[src/rtl/fifo_wr_arbiter.sv]
// Round-robin, burst-locked arbiter sharing one FIFO write port among NUM_REQ requesters.
// Optional stall statistic enabled by defining WR_ARB_STATS_EN; otherwise stall_cnt reads 0.
module fifo_wr_arbiter #(
  parameter int                 NUM_REQ    = 4,
  parameter int                 DATA_WIDTH = 9,
  parameter int                 MAX_BURST  = 4,
  parameter logic [NUM_REQ-1:0] HIPRI_MASK = NUM_REQ'(1)
) (
  input  logic                          wclk,
  input  logic                          wrst_n,
  input  logic [NUM_REQ-1:0]            req,
  input  logic [NUM_REQ*DATA_WIDTH-1:0] req_data,
  output logic [NUM_REQ-1:0]            gnt,
  input  logic                          wfull,
  input  logic                          wHalf_full,
  output logic                          write_enable,
  output logic [DATA_WIDTH-1:0]         data_write,
  output logic [$clog2(NUM_REQ)-1:0]    owner_id,
  output logic                          busy,
  output logic [15:0]                   stall_cnt
);

  localparam int PTR_W = $clog2(NUM_REQ);
  localparam int CNT_W = $clog2(MAX_BURST + 1);

  typedef enum logic {IDLE, BURST} state_t;

  state_t             state;
  logic [PTR_W-1:0]   rr_ptr;
  logic [CNT_W-1:0]   burst_cnt;
  logic [NUM_REQ-1:0] eligible;
  logic [PTR_W-1:0]   next_owner;
  logic               found;
  logic               in_burst;
  logic               owner_req;
  logic               owner_hipri;
  logic               accept;
  logic               exit_burst;

  genvar gi;
  generate
    for (gi = 0; gi < NUM_REQ; gi++) begin : g_req
      assign eligible[gi] = req[gi] & (~wHalf_full | HIPRI_MASK[gi]);
      assign gnt[gi]      = accept & (owner_id == PTR_W'(gi));
    end
  endgenerate

  // Search starts just after the previous owner so every requester gets a turn.
  always_comb begin
    next_owner = '0;
    found      = 1'b0;
    for (int k = 1; k <= NUM_REQ; k++) begin
      if (!found && eligible[(int'(rr_ptr) + k) % NUM_REQ]) begin
        next_owner = PTR_W'((int'(rr_ptr) + k) % NUM_REQ);
        found      = 1'b1;
      end
    end
  end

  assign in_burst     = (state == BURST);
  assign owner_req    = req[owner_id];
  assign owner_hipri  = HIPRI_MASK[owner_id];
  assign accept       = in_burst & owner_req & ~wfull & (~wHalf_full | owner_hipri);
  assign write_enable = accept;
  assign data_write   = accept ? req_data[owner_id*DATA_WIDTH +: DATA_WIDTH] : '0;
  assign busy         = in_burst;

  // Exits win over a full-stall hold; a final burst write still goes through.
  assign exit_burst = ~owner_req
                    | (wHalf_full & ~owner_hipri)
                    | (accept & (burst_cnt == CNT_W'(MAX_BURST - 1)));

  always_ff @(posedge wclk or negedge wrst_n) begin
    if (!wrst_n) begin
      state     <= IDLE;
      rr_ptr    <= PTR_W'(NUM_REQ - 1);
      owner_id  <= '0;
      burst_cnt <= '0;
    end else begin
      case (state)
        IDLE: begin
          if (found) begin
            state     <= BURST;
            owner_id  <= next_owner;
            burst_cnt <= '0;
          end
        end
        BURST: begin
          if (exit_burst) begin
            state     <= IDLE;
            rr_ptr    <= owner_id;
            burst_cnt <= '0;
          end else if (accept) begin
            burst_cnt <= burst_cnt + CNT_W'(1);
          end
        end
        default: state <= IDLE;
      endcase
    end
  end

`ifdef WR_ARB_STATS_EN
  logic [15:0] stall_reg;

  always_ff @(posedge wclk or negedge wrst_n) begin
    if (!wrst_n) begin
      stall_reg <= '0;
    end else if (in_burst && owner_req && wfull && (stall_reg != 16'hFFFF)) begin
      stall_reg <= stall_reg + 16'd1;
    end
  end

  assign stall_cnt = stall_reg;
`else
  assign stall_cnt = '0;
`endif

endmodule

[config.mk]
export PLATFORM = sky130hd
export DESIGN_NAME = fifo_wr_arbiter
export DESIGN_NICKNAME = d
export VERILOG_FILES = /design/src/rtl/fifo_wr_arbiter.sv
export SDC_FILE = /design/constraint.sdc
export NUM_CORES = 1
export LEC_CHECK = 0
export ABC_AREA = 1
export BUFFER_PORTS_ARGS = -buffer_cell sky130_fd_sc_hd__buf_2
export CORE_MARGIN = 1.5
export CORE_UTILIZATION = 39
export CTS_CLUSTER_SIZE = 8
export DETAILED_ROUTE_END_ITERATION = 10
export PLACE_DENSITY = 0.78
export SYNTH_ARGS = -nofsm -noshare
export SYNTH_HDL_FRONTEND = slang
export SYNTH_SLANG_ARGS = --single-unit
[constraint.sdc]
create_clock -name wclk -period 1.54 [get_ports wclk]
set_input_delay 0.231 -clock wclk [delete_from_list [all_inputs] [get_ports wclk]]
set_output_delay 0.231 -clock wclk [all_outputs]
set_load 0.01 [all_outputs]
* Yosys cells after proc, flatten, opt, wreduce, memory -nomap -nowiden
Index checks and enable logic that the tools add are counted.
Word-level totals: bits in registers 8, input port bits 44, output and inout port bits 33, word-level logic and storage cells 92
Operators by class: $add $sub $neg 5, multipliers 1, magnitude comparators 5, equal/unequal tests 6, shift operators 1, mux-type cells 32, bitwise logic cells 24, reduce and logical (&&, ||, !) cells 14
Operator list (count):
- $shiftx 36x7->9 | 1
- $lt 3x4->1 const B | 4
- $mux 1 | 16
- $and 1x1->1 | 12
- $bmux 1 s2 | 6
- $mux 3 | 3
- $mux 9 | 1
- $mux 2 | 4
- $reduce_or 2->1 | 4
- $mul 2x4->6 const B | 1
- $pmux 3 s2 | 1
- $reduce_and 2->1 | 3
- $not 1->1 | 5
- $add 2x1->2 const B | 2
- $add 2x2->2 const B | 2
- $and 1x1->1 const A | 4
- $eq 2x2->1 const B | 2
- $add 3x1->3 const B | 1
- $eq 3x2->1 const B | 1
- $logic_and 1x1->1 | 3
- $logic_not 1->1 | 3
- $lt 2x3->1 const B | 1
- $ne 3x1->1 const B | 1
- $or 1x1->1 | 3
- other kinds (4) | 4

* Logic depth before layout (Yosys ltp)
Gate-level depths: netlist (run 1).
word-level depth 18, gate-level depth with buffers 12, depth with buffers taken out 11

* Worst setup path after synthesis (run 1)
OpenSTA, ideal clock, no wires.
path kind register to output, from register owner_id[0], to output data_write[0], arrival time 1.387 ns, required time 1.309 ns, slack -0.078 ns, stages on the path, launching flop included 10, path buffers 2, cell sequence dfrtp_1 -> buf_6 -> inv_4 -> nand2_1 -> nand2_1 -> nand2_1 -> nand2_2 -> nand4_4 -> buf_2 -> a31oi_1
Between the ends: longest elaborated chain between the ends 6, elaborated cells on any way between the ends 11, classes of those cells mul: 1; shift: 1; mux: 5; bitwise: 4
RTL lines:
- start, declared | line 18 | output logic [$clog2(NUM_REQ)-1:0] owner_id,
- start signal, assigned | line 84 | owner_id <= next_owner;
- parallel branches: the longest is 5 deep, another holds $mul 2x4->6
- $mux 9 * | line 65 | assign data_write = accept ? req_data[owner_id*DATA_WIDTH +: DATA_WIDTH] : '0;
- end, declared | line 17 | output logic [DATA_WIDTH-1:0] data_write,
Every way passes the cells marked *. The select of a mux whose other input is x is not followed.

* Worst setup path in the final report (run 1)
from register owner_id[0], to output data_write[8]
The elaborated chain is that of the path after synthesis.

==> summary.txt, run 1 <==
CTS
  • CTS Buffer Depth: 2
  • CTS root buf: clkbuf_4
  • CTS tree: built
  • Worst-Skew Late Latency: ~270 ps
  • Clock transition at path regs: 60 ps
  • Sinks on the clock net: 8
  • CTS buffer count: 3
  • Htree depth: 1

Synth
  • Cell Area, Synth: ~0.0012 mm^2
  • Post-synthesis sequential area ratio: 16.84%
  • Top post-synthesis cells by area: nand2_1, dfrtp_1, buf_4, nand3_1, nand2_2
  • Leading area contributor after synthesis: nand2_1
  • Async S/R FF share, synth: 100.0%
  • Most numerous cell in the Yosys netlist: nand2_1
  • Yosys cell types: 30
  • Synth top area share: just over 20%
  • Number of synthesized flops with an enable pin: 0
  • Mapped Avg Cell Area: roughly 6.5 um^2
  • Yosys reg bits: 8
  • Ys Warns: 0
  • Synthesized instance count: 186
  • Synth top cells by count: nand2_1, nand3_1, buf_4
  • Top FF cell, synth: dfrtp_1

Power
  • P_leak: 1.045 nW
  • Clock Power Share: 5.8%
  • Sequential share of power: 12.5%
  • Pwr Density: 1587 mW/mm^2
  • Int Power: 1.566 mW
  • Worst IR drop on VDD: 0.7828 mV
  • Switching power: 1.760 mW
  • Sw frac: between 50% and 60%
  • Power share of the combinational group: 81.7%

Timing
  • RSZ-0062 raised after global routing: yes
  • Finish-stage setup viols: 20
  • Final worst slack: -342.0 ps
  • Fin crit period: ~1900 ps
  • Final-report max-slew violation count: 0
  • Fin crit share: 122.2%
  • Clock Skew: 3.613 ps
  • Hold Violations, Final: 0
  • Max Freq: 0.5313 GHz
  • Final hold slack: ~330 ps

Die
  • Die span in y: 58.56 um
  • I/O Pins: 77
  • Die area: 0.003429 mm^2
  • Rows: 19
  • Initial Util: 42.19%
  • Die width: a little under 60 um
  • Core area: 0.002853 mm^2

Run status
  • Failing checks: negative setup slack
  • Status: finished with violations

Place
  • GPL Wtd Cong: 0.7779
  • I/O Buffers: 60
  • Worst slack at placement: -52.34 ps
  • Hpwl dp: 2761 um

Critical path
  • CP max FO: 5
  • Reg2reg end: owner_id[1]$_DFFE_PN0P_
  • R2r worst-path depth: 9
  • Slowest cell on crit path: dfrtp_2
  • CP Cell Sequence: inv_4 -> nand2_1 -> nand2_2 -> nand4_4 -> buf_12 -> a31oi_2 -> buf_2
  • CP Class: flip-flop to output pin
  • Setup crit start kind: flip-flop
  • Worst EP required: 1310 ps
  • CP endpoint kind: output pin
  • R2R Setup Slk: -130 ps
  • Slowest stage delay, CP: 440 ps
  • CP Capture Point: data_write[8]
  • Crit. Startpoint: owner_id[0]$_DFFE_PN0P_
  • Arrival time of the worst setup path: 1650 ps
  • R2R Path Start: rr_ptr[0]$_DFFE_PN1P_

Run
  • Max Cap Violations: 0

Detailed routing
  • Final wirelength: 3929 um
  • WL/cell: between 10 and 15 um
  • Number of vias per cell: 5.104
  • Remaining DRCs: 0
  • Router iterations before antenna repair: 4
  • Post-route ant nets: 0
  • DR iter-0 viols: 82
  • DR vias: between 1500 and 2000

Cells and area
  • Fin nets: 325
  • Share of layout cells above drive strength 1: 59.35%
  • Area Growth Syn to Fin: 74.12%
  • # diodes: 0

GRT
  • Largest net degree at the start of global routing: 10
  • Total track usage: 22.25%
  • Vias in the first global route: 1383
  • Antenna violations before repair: 0
  • Total grt overflow: 0
  • First-pass GRT wire length: 5947 um

Worst hold path
  • Worst min-delay path category: input port to async pin
cells by family after synthesis:
kind of cell             share of synthesized area, %
AO/OA/AOI/OAI                                   14.55
adder cells (fa/ha/maj)                         2.079
buffers and inverters                           18.09
flip-flops                                      16.84
other                                          0.3116
AND/OR/NAND/NOR                                 48.13
how the worst min path moves through the flow:
stage / to / slack (ps) / start
final: busy$_DFF_PN0_ / 330 / wrst_n
after global routing: burst_cnt[1]$_DFFE_PN0P_ / 350 / wrst_n
after CTS: burst_cnt[1]$_DFFE_PN0P_ / 340 / wrst_n
after detailed placement: burst_cnt[2]$_DFFE_PN0P_ / 90 / wrst_n
after global placement: owner_id[1]$_DFFE_PN0P_ / 80 / wrst_n
after floorplan: burst_cnt[0]$_DFFE_PN0P_ / -60 / wrst_n
through the flow:
stage | setup TNS, ps | instance area [um^2] | utilization, % | std cells | power (mW)
floorplan | -82.66 | 1380 | - | 201 | 1.920
global placement | -149.0 | 1734 | 60.79 | 295 | 2.541
detailed placement | -403.1 | 1734 | 60.79 | 295 | 2.569
CTS | -4146 | 1906 | 66.80 | 303 | 3.005
global route | -6912 | 2096 | 73.46 | 309 | 3.589
finish | -5008 | 2096 | 73.46 | 309 | 3.326
what timing repair did:
item / in CTS / in global routing
resized for setup: 25 / 30
buffers inserted: 3 / 5
endpoints found under the hold margin: 6 / 0
hold buffers: 1 / 0
endpoints found under the setup margin: 18 / 22
pin swaps: 6 / 13
cloned: 0 / 1
worst max-delay path, delay by kind of cell (launching register included):
family                 cells  cell delay [ps]
flip-flops                 1              440
buffers and inverters      3              420
AND/OR/NAND/NOR            3              390
AO/OA/AOI/OAI              1              130
sequential cells by signal, indices dropped and copies added (netlist names):
| signal | count |
|---|---|
| burst_cnt | 3 |
| owner_id | 2 |
| rr_ptr | 2 |
| busy | 1 |
final cells by class:
cell class              instances  area (um^2)
clock buffers                   4        26.28
well taps                      31        38.79
repair buffers                 92        624.3
fillers                       217        757.0
inverters                      17        73.82
multi-input cells             157         1129
flip-flops and latches          8        203.9
layout by cell type (no fill, tap or decap), types with 9 or more instances in the layout:
| cell type | synthesis | layout |
|---|---|---|
| nand3_1 | 17 | 10 |
| conb_1 | 1 | 16 |
| buf_4 | 16 | 27 |
| buf_2 | 1 | 53 |
| nand2_2 | 11 | 18 |
| nand2_1 | 65 | 53 |
| buf_6 | 2 | 9 |
power groups by stage:
stage / Sequential, mW / Combinational (mW) / Clock [mW]
5_1_grt: 0.426 / 2.96 / 0.202
4_1_cts: 0.424 / 2.39 / 0.193
2_1_floorplan: 0.392 / 1.53 / 0
6_report: 0.416 / 2.72 / 0.191
3_3_place_gp: 0.413 / 2.13 / 0
3_5_place_dp: 0.418 / 2.15 / 0
metal layers:
layer  GRT usage, %  vias up  part of all wire (%)
li1               -      773                     -
met1          27.09      709                    39
met2          38.84       81                    50
met3          3.736       14                   7.4
met4          8.638        0                   3.2
met5              0        -                     0
Note: power is estimated with default switching activity, not from simulation.
==> run 2, diff against run 1 <==
- CORE_ASPECT_RATIO: unset -> 0.75
==> summary.txt, run 2 (synthesis gave the netlist of run 1 again) <==
Place
  • GPL Wtd Cong: 0.8426 (+8.3%)
  • Hpwl dp: 2835 um (+2.7%)
  • Post-placement cell count: 296 (+0.34%)
  • I/O Buffers: 60 (unchanged)
  • Placed cell area: 0.001698 mm^2 (-2.1%)

CTS
  • CTS buffer count: 3 (unchanged)
  • Htree depth: 1 (unchanged)
  • Clock transition at path regs: 40 ps (-20 ps)
  • Sinks on the clock net: 8 (unchanged)
  • Worst-Skew Late Latency: 230 ps (-40 ps)
  • CTS Buffer Depth: 2 (unchanged)
  • CTS tree: built
  • CTS root buf: clkbuf_8

Detailed routing
  • WL/cell: 14.80 um (+16%)
  • Final wirelength: 4530 um (+15%)
  • Remaining DRCs: 0 (unchanged)
  • DR vias: 1584 (+0.44%)
  • DR iter-0 viols: 166 (+100%)
  • Router iterations before antenna repair: 4 (unchanged)
  • Post-route ant nets: 0 (unchanged)
  • Number of vias per cell: 5.176 (+1.4%)

Timing
  • Max Freq: 0.5271 GHz (-0.81%)
  • Fin crit share: 123.2% (+0.99 points)
  • Hold Violations, Final: 0 (unchanged)
  • Clock Skew: 4.346 ps (+0.7334 ps)
  • Fin crit period: 1897 ps (+15.32 ps)
  • Final-report max-slew violation count: 0 (unchanged)
  • RSZ-0062 raised after global routing: yes
  • Final worst slack: -357.4 ps (-15.32 ps)
  • Finish-stage setup viols: 21 (+5.0%)

Cells and area
  • Post-route insts no fill: 306 (-0.97%)
  • Most common cell after layout, fill and taps aside: buf_2
  • Fin nets: 316 (-2.8%)
  • Reg with most FFs: burst_cnt
  • # diodes: 0 (unchanged)
  • Share of layout cells above drive strength 1: 60.07% (+0.72 points)
  • Most frequent cells in the layout: buf_2, nand2_1, nand2_2
  • Design Area, Final: 0.002122 mm^2 (+1.3%)
  • Area Growth Syn to Fin: 76.30%
  • Biggest regs: burst_cnt x3, owner_id x2, rr_ptr x2
  • Largest register FFs: 3 (unchanged)

GRT
  • Total track usage: 22.09% (-0.16 points)
  • Vias in the first global route: 1278 (-7.6%)
  • First-pass GRT wire length: 5782 um (-2.8%)
  • Largest net degree at the start of global routing: 15 (+5)
  • Antenna violations before repair: 0 (unchanged)
  • Total grt overflow: 0 (unchanged)

Worst hold path
  • Worst min-delay path category: input port to async pin

Critical path
  • CP Cell Sequence: inv_4 -> nand2_1 -> nand2_2 -> nand4_4 -> buf_12 -> a31oi_4 -> buf_6
  • Slowest cell on crit path: dfrtp_2
  • R2r worst-path depth: 9 (unchanged)
  • Reg2reg end: owner_id[1]$_DFFE_PN0P_
  • CP Class: flip-flop to output pin
  • CP endpoint kind: output pin
  • Slowest stage delay, CP: 450 ps (about the same)
  • R2R Path Start: rr_ptr[0]$_DFFE_PN1P_
  • CP max FO: 7 (+2)
  • Worst EP required: 1310 ps (about the same)
  • R2R Setup Slk: -160 ps (-30 ps)
  • Setup crit start kind: flip-flop
  • Arrival time of the worst setup path: 1670 ps (+20 ps)

Die
  • Rows: 17 (-2)
  • Die width: 67.15 um (+15%)
  • Die area: 0.003432 mm^2 (about the same)
  • Die span in y: 51.11 um (-13%)
  • Initial Util: 41.01% (-1.2 points)
  • Core area: 0.002935 mm^2 (+2.9%)
  • I/O Pins: 77 (unchanged)

Power
  • Pwr Density: 1678 mW/mm^2 (+5.8%)
  • Worst IR drop on VDD: 1.048 mV (+34%)
  • P_leak: 1.024 nW (-2.0%)

Run status
  • Failing checks: negative setup slack
  • Status: finished with violations

Run
  • Max Cap Violations: 0 (unchanged)
-- run 2: where the power goes --
part	internal [mW]	switching [mW]	leakage (nW)
Clock	0.170	0.0846	0.0216
Combinational	1.15	1.73	0.905
Sequential	0.306	0.121	0.0976
-- run 2: metrics by stage --
stage                     total power [mW]  TNS [ps]  hold slack (ps)  utilization (%)  setup slack [ps]
after floorplan                      1.920    -82.66           -64.59                -            -17.35
after global placement               2.453    -436.0            78.11            57.84            -60.71
after detailed placement             2.492    -925.5            83.57            57.84            -123.1
after CTS                            2.913     -3363            375.5            62.36            -275.1
after global routing                 3.782     -6740            403.7            72.29            -418.3
final                                3.561     -5185            386.1            72.29            -357.4
-- run 2: timing repair --
item                                    in CTS  in global routing
endpoints found under the hold margin        6                  0
gates resized for setup                     17                 47
buffers inserted                             2                  3
gates cloned                                 0                  1
endpoints found under the setup margin      20                 20
pin swaps                                    4                 16
hold buffers                                 1                  0
-- run 2: layout make-up --
cell class	instances	area, um^2
clock buffers	3	41.29
fillers	200	813.3
inverters	17	75.07
multi-input cells	157	1190
flip-flops and latches	8	203.9
well taps	38	47.55
repair buffers	83	564.3
-- run 2: worst max path at each step --
stage	startpoint	end	slack [ps]
2_1_floorplan	owner_id[0]$_DFFE_PN0P_	gnt[0]	-20
5_1_grt	owner_id[0]$_DFFE_PN0P_	data_write[7]	-420
3_3_place_gp	owner_id[0]$_DFFE_PN0P_	data_write[6]	-60
3_5_place_dp	owner_id[0]$_DFFE_PN0P_	data_write[4]	-120
6_report	owner_id[0]$_DFFE_PN0P_	data_write[7]	-360
4_1_cts	owner_id[0]$_DFFE_PN0P_	gnt[2]	-280
-- run 2: metal layers --
metal | track usage [%] | wire (um) | up-vias
li1 | - | - | 762
met1 | 29.05 | 1833 | 731
met2 | 38.61 | 2287 | 77
met3 | 3.744 | 246 | 14
met4 | 3.061 | 162 | 0
met5 | 0 | 0 | -
-- run 2: critical path, delay by kind of cell (launching register included) --
kind / cells / cell delay [ps]
buffers and inverters: 3 / 410
AND/OR/NAND/NOR: 3 / 400
AO/OA/AOI/OAI: 1 / 160
flip-flops: 1 / 450
==> run 3, diff against run 2 <==
- CORE_ASPECT_RATIO: 0.75 -> 1.75
- SKIP_LAST_GASP: unset -> 1
==> summary.txt, run 3 (synthesis gave the netlist of run 1 again) <==
Run status
  • Status: finished with violations
  • Failing checks: negative setup slack

CTS
  • CTS Buffer Depth: 2 (unchanged)
  • Worst-Skew Late Latency: 230 ps (about the same)
  • CTS buffer count: 3 (unchanged)
  • Clock transition at path regs: 40 ps (about the same)
  • Sinks on the clock net: 8 (unchanged)
  • CTS tree: built
  • Htree depth: 1 (unchanged)
  • CTS root buf: clkbuf_8

Place
  • GPL Wtd Cong: 0.8433 (about the same)
  • Hpwl dp: 2979 um (+5.1%)
  • Placed cell area: 0.001715 mm^2 (+1.0%)
  • I/O Buffers: 60 (unchanged)

Die
  • I/O Pins: 77 (unchanged)
  • Die span in y: 76.49 um (+50%)
  • Die width: 45.00 um (-33%)
  • Core area: 0.002928 mm^2 (-0.26%)
  • Die area: 0.003442 mm^2 (+0.28%)
  • Initial Util: 41.11% (+0.11 points)
  • Rows: 26 (+9)

Critical path
  • Reg2reg end: burst_cnt[0]$_DFFE_PN0P_
  • Most numerous cell on the critical path: buf_6
  • Cell family with most CP delay: buffers and inverters
  • Worst path buffer plus inverter count: 4 (+1)
  • R2r worst-path depth: 11 (+2)
  • Worst EP required: 1310 ps (about the same)
  • R2R Setup Slk: -40 ps (+120 ps)
  • Slowest stage delay, CP: 430 ps (-20 ps)
  • CP max FO: 9 (+2)
  • Arrival time of the worst setup path: 1610 ps (-60 ps)
  • Slowest cell on crit path: dfrtp_2
  • CP Cell Sequence: inv_4 -> buf_4 -> nor2_1 -> buf_6 -> a22oi_2 -> a31oi_4 -> buf_6
  • CP endpoint kind: output pin
  • R2R Path Start: owner_id[0]$_DFFE_PN0P_
  • CP Class: flip-flop to output pin
  • Crit. Startpoint: owner_id[0]$_DFFE_PN0P_
  • Setup crit start kind: flip-flop

Cells and area
  • Largest register FFs: 3 (unchanged)
  • Reg with most FFs: burst_cnt
  • Most common cell after layout, fill and taps aside: nand2_1
  • # diodes: 0 (unchanged)
  • Most frequent cells in the layout: nand2_1, buf_2, buf_4
  • Share of layout cells above drive strength 1: 57.35% (-2.7 points)
  • Biggest regs: burst_cnt x3, owner_id x2, rr_ptr x2
  • Fin nets: 319 (+0.95%)
  • Design Area, Final: 0.002044 mm^2 (-3.7%)
  • Utilization after layout: 69.83% (-2.5 points)
  • Area Growth Syn to Fin: 69.85%

Power
  • Worst IR drop on VDD: 0.8798 mV (-16%)
  • Total power draw: 3.354 mW (-5.8%)
  • Pwr Density: 1641 mW/mm^2 (-2.2%)
  • P_leak: 1.004 nW (-2.0%)

Timing
  • Fin crit share: 119.9% (-3.4 points)
  • RSZ-0062 raised after global routing: yes
  • Clock Skew: 1.100 ps (-3.246 ps)
  • Max Freq: 0.5418 GHz (+2.8%)
  • Final worst slack: -305.8 ps (+51.60 ps)
  • Fin crit period: 1846 ps (-51.60 ps)
  • Hold Violations, Final: 0 (unchanged)
  • Finish-stage setup viols: 19 (-9.5%)
  • Final-report max-slew violation count: 0 (unchanged)

GRT
  • First-pass GRT wire length: 6161 um (+6.6%)
  • Total grt overflow: 0 (unchanged)
  • Antenna violations before repair: 0 (unchanged)
  • Vias in the first global route: 1497 (+17%)
  • Total track usage: 23.31% (+1.2 points)
  • Largest net degree at the start of global routing: 16 (+1)

Detailed routing
  • WL/cell: 13.56 um (-8.4%)
  • DR vias: 1543 (-2.6%)
  • Post-route ant nets: 0 (unchanged)
  • Number of vias per cell: 5.143 (-0.64%)
  • Final wirelength: 4068 um (-10%)
  • DR iter-0 viols: 46 (-72%)
  • Remaining DRCs: 0 (unchanged)
  • Router iterations before antenna repair: 4 (unchanged)

Run
  • Max Cap Violations: 0 (unchanged)

Worst hold path
  • Worst min-delay path category: input port to async pin
[run 3: worst max-delay path by stage]
stage / slack (ps) / end / cells past startpoint
final: -310 / data_write[8] / 7
after CTS: -270 / gnt[2] / 9
after global routing: -410 / data_write[8] / 9
after detailed placement: -160 / data_write[7] / 6
after global placement: -100 / data_write[3] / 6
after floorplan: -20 / gnt[0] / 9
[run 3: area by class of cell]
cell class | count | area, um^2
Clock buffer | 4 | 45.04
Tap cell | 28 | 35.03
Sequential cell | 8 | 203.9
Multi-Input combinational cell | 157 | 1114
Timing Repair Buffer | 86 | 569.3
Inverter | 17 | 77.57
Fill cell | 249 | 883.3
[run 3: report_power, final]
group	switching, mW	total, mW	internal, mW
clock	0.0885	0.268	0.180
sequential	0.133	0.440	0.307
combinational	1.54	2.65	1.11
total	1.76	3.35	1.59
[run 3: repair_timing]
item,CTS,global route
hold buffers,1,0
buffers inserted,2,2
cloned,0,1
gates resized for setup,14,31
endpoints found under the hold margin,6,0
endpoints found under the setup margin,20,20
pin swaps,1,3
[run 3: per-layer routing]
layer	wire [um]	global-route usage (%)
met5	0	0
met3	156	2.370
met2	2352	41.00
met1	1416	23.54
met4	143	16.18
[run 3: through the flow]
| stage | cells | TNS [ps] | hold slack (ps) | setup slack (ps) |
|---|---|---|---|---|
| final | 300 | -4024 | 374.8 | -305.8 |
| after floorplan | 201 | -82.66 | -64.59 | -17.35 |
| after CTS | 297 | -3267 | 366.8 | -273.2 |
| after global placement | 290 | -912.0 | 78.71 | -104.4 |
| after global routing | 300 | -6496 | 395.1 | -406.1 |
| after detailed placement | 290 | -1423 | 78.56 | -160.8 |
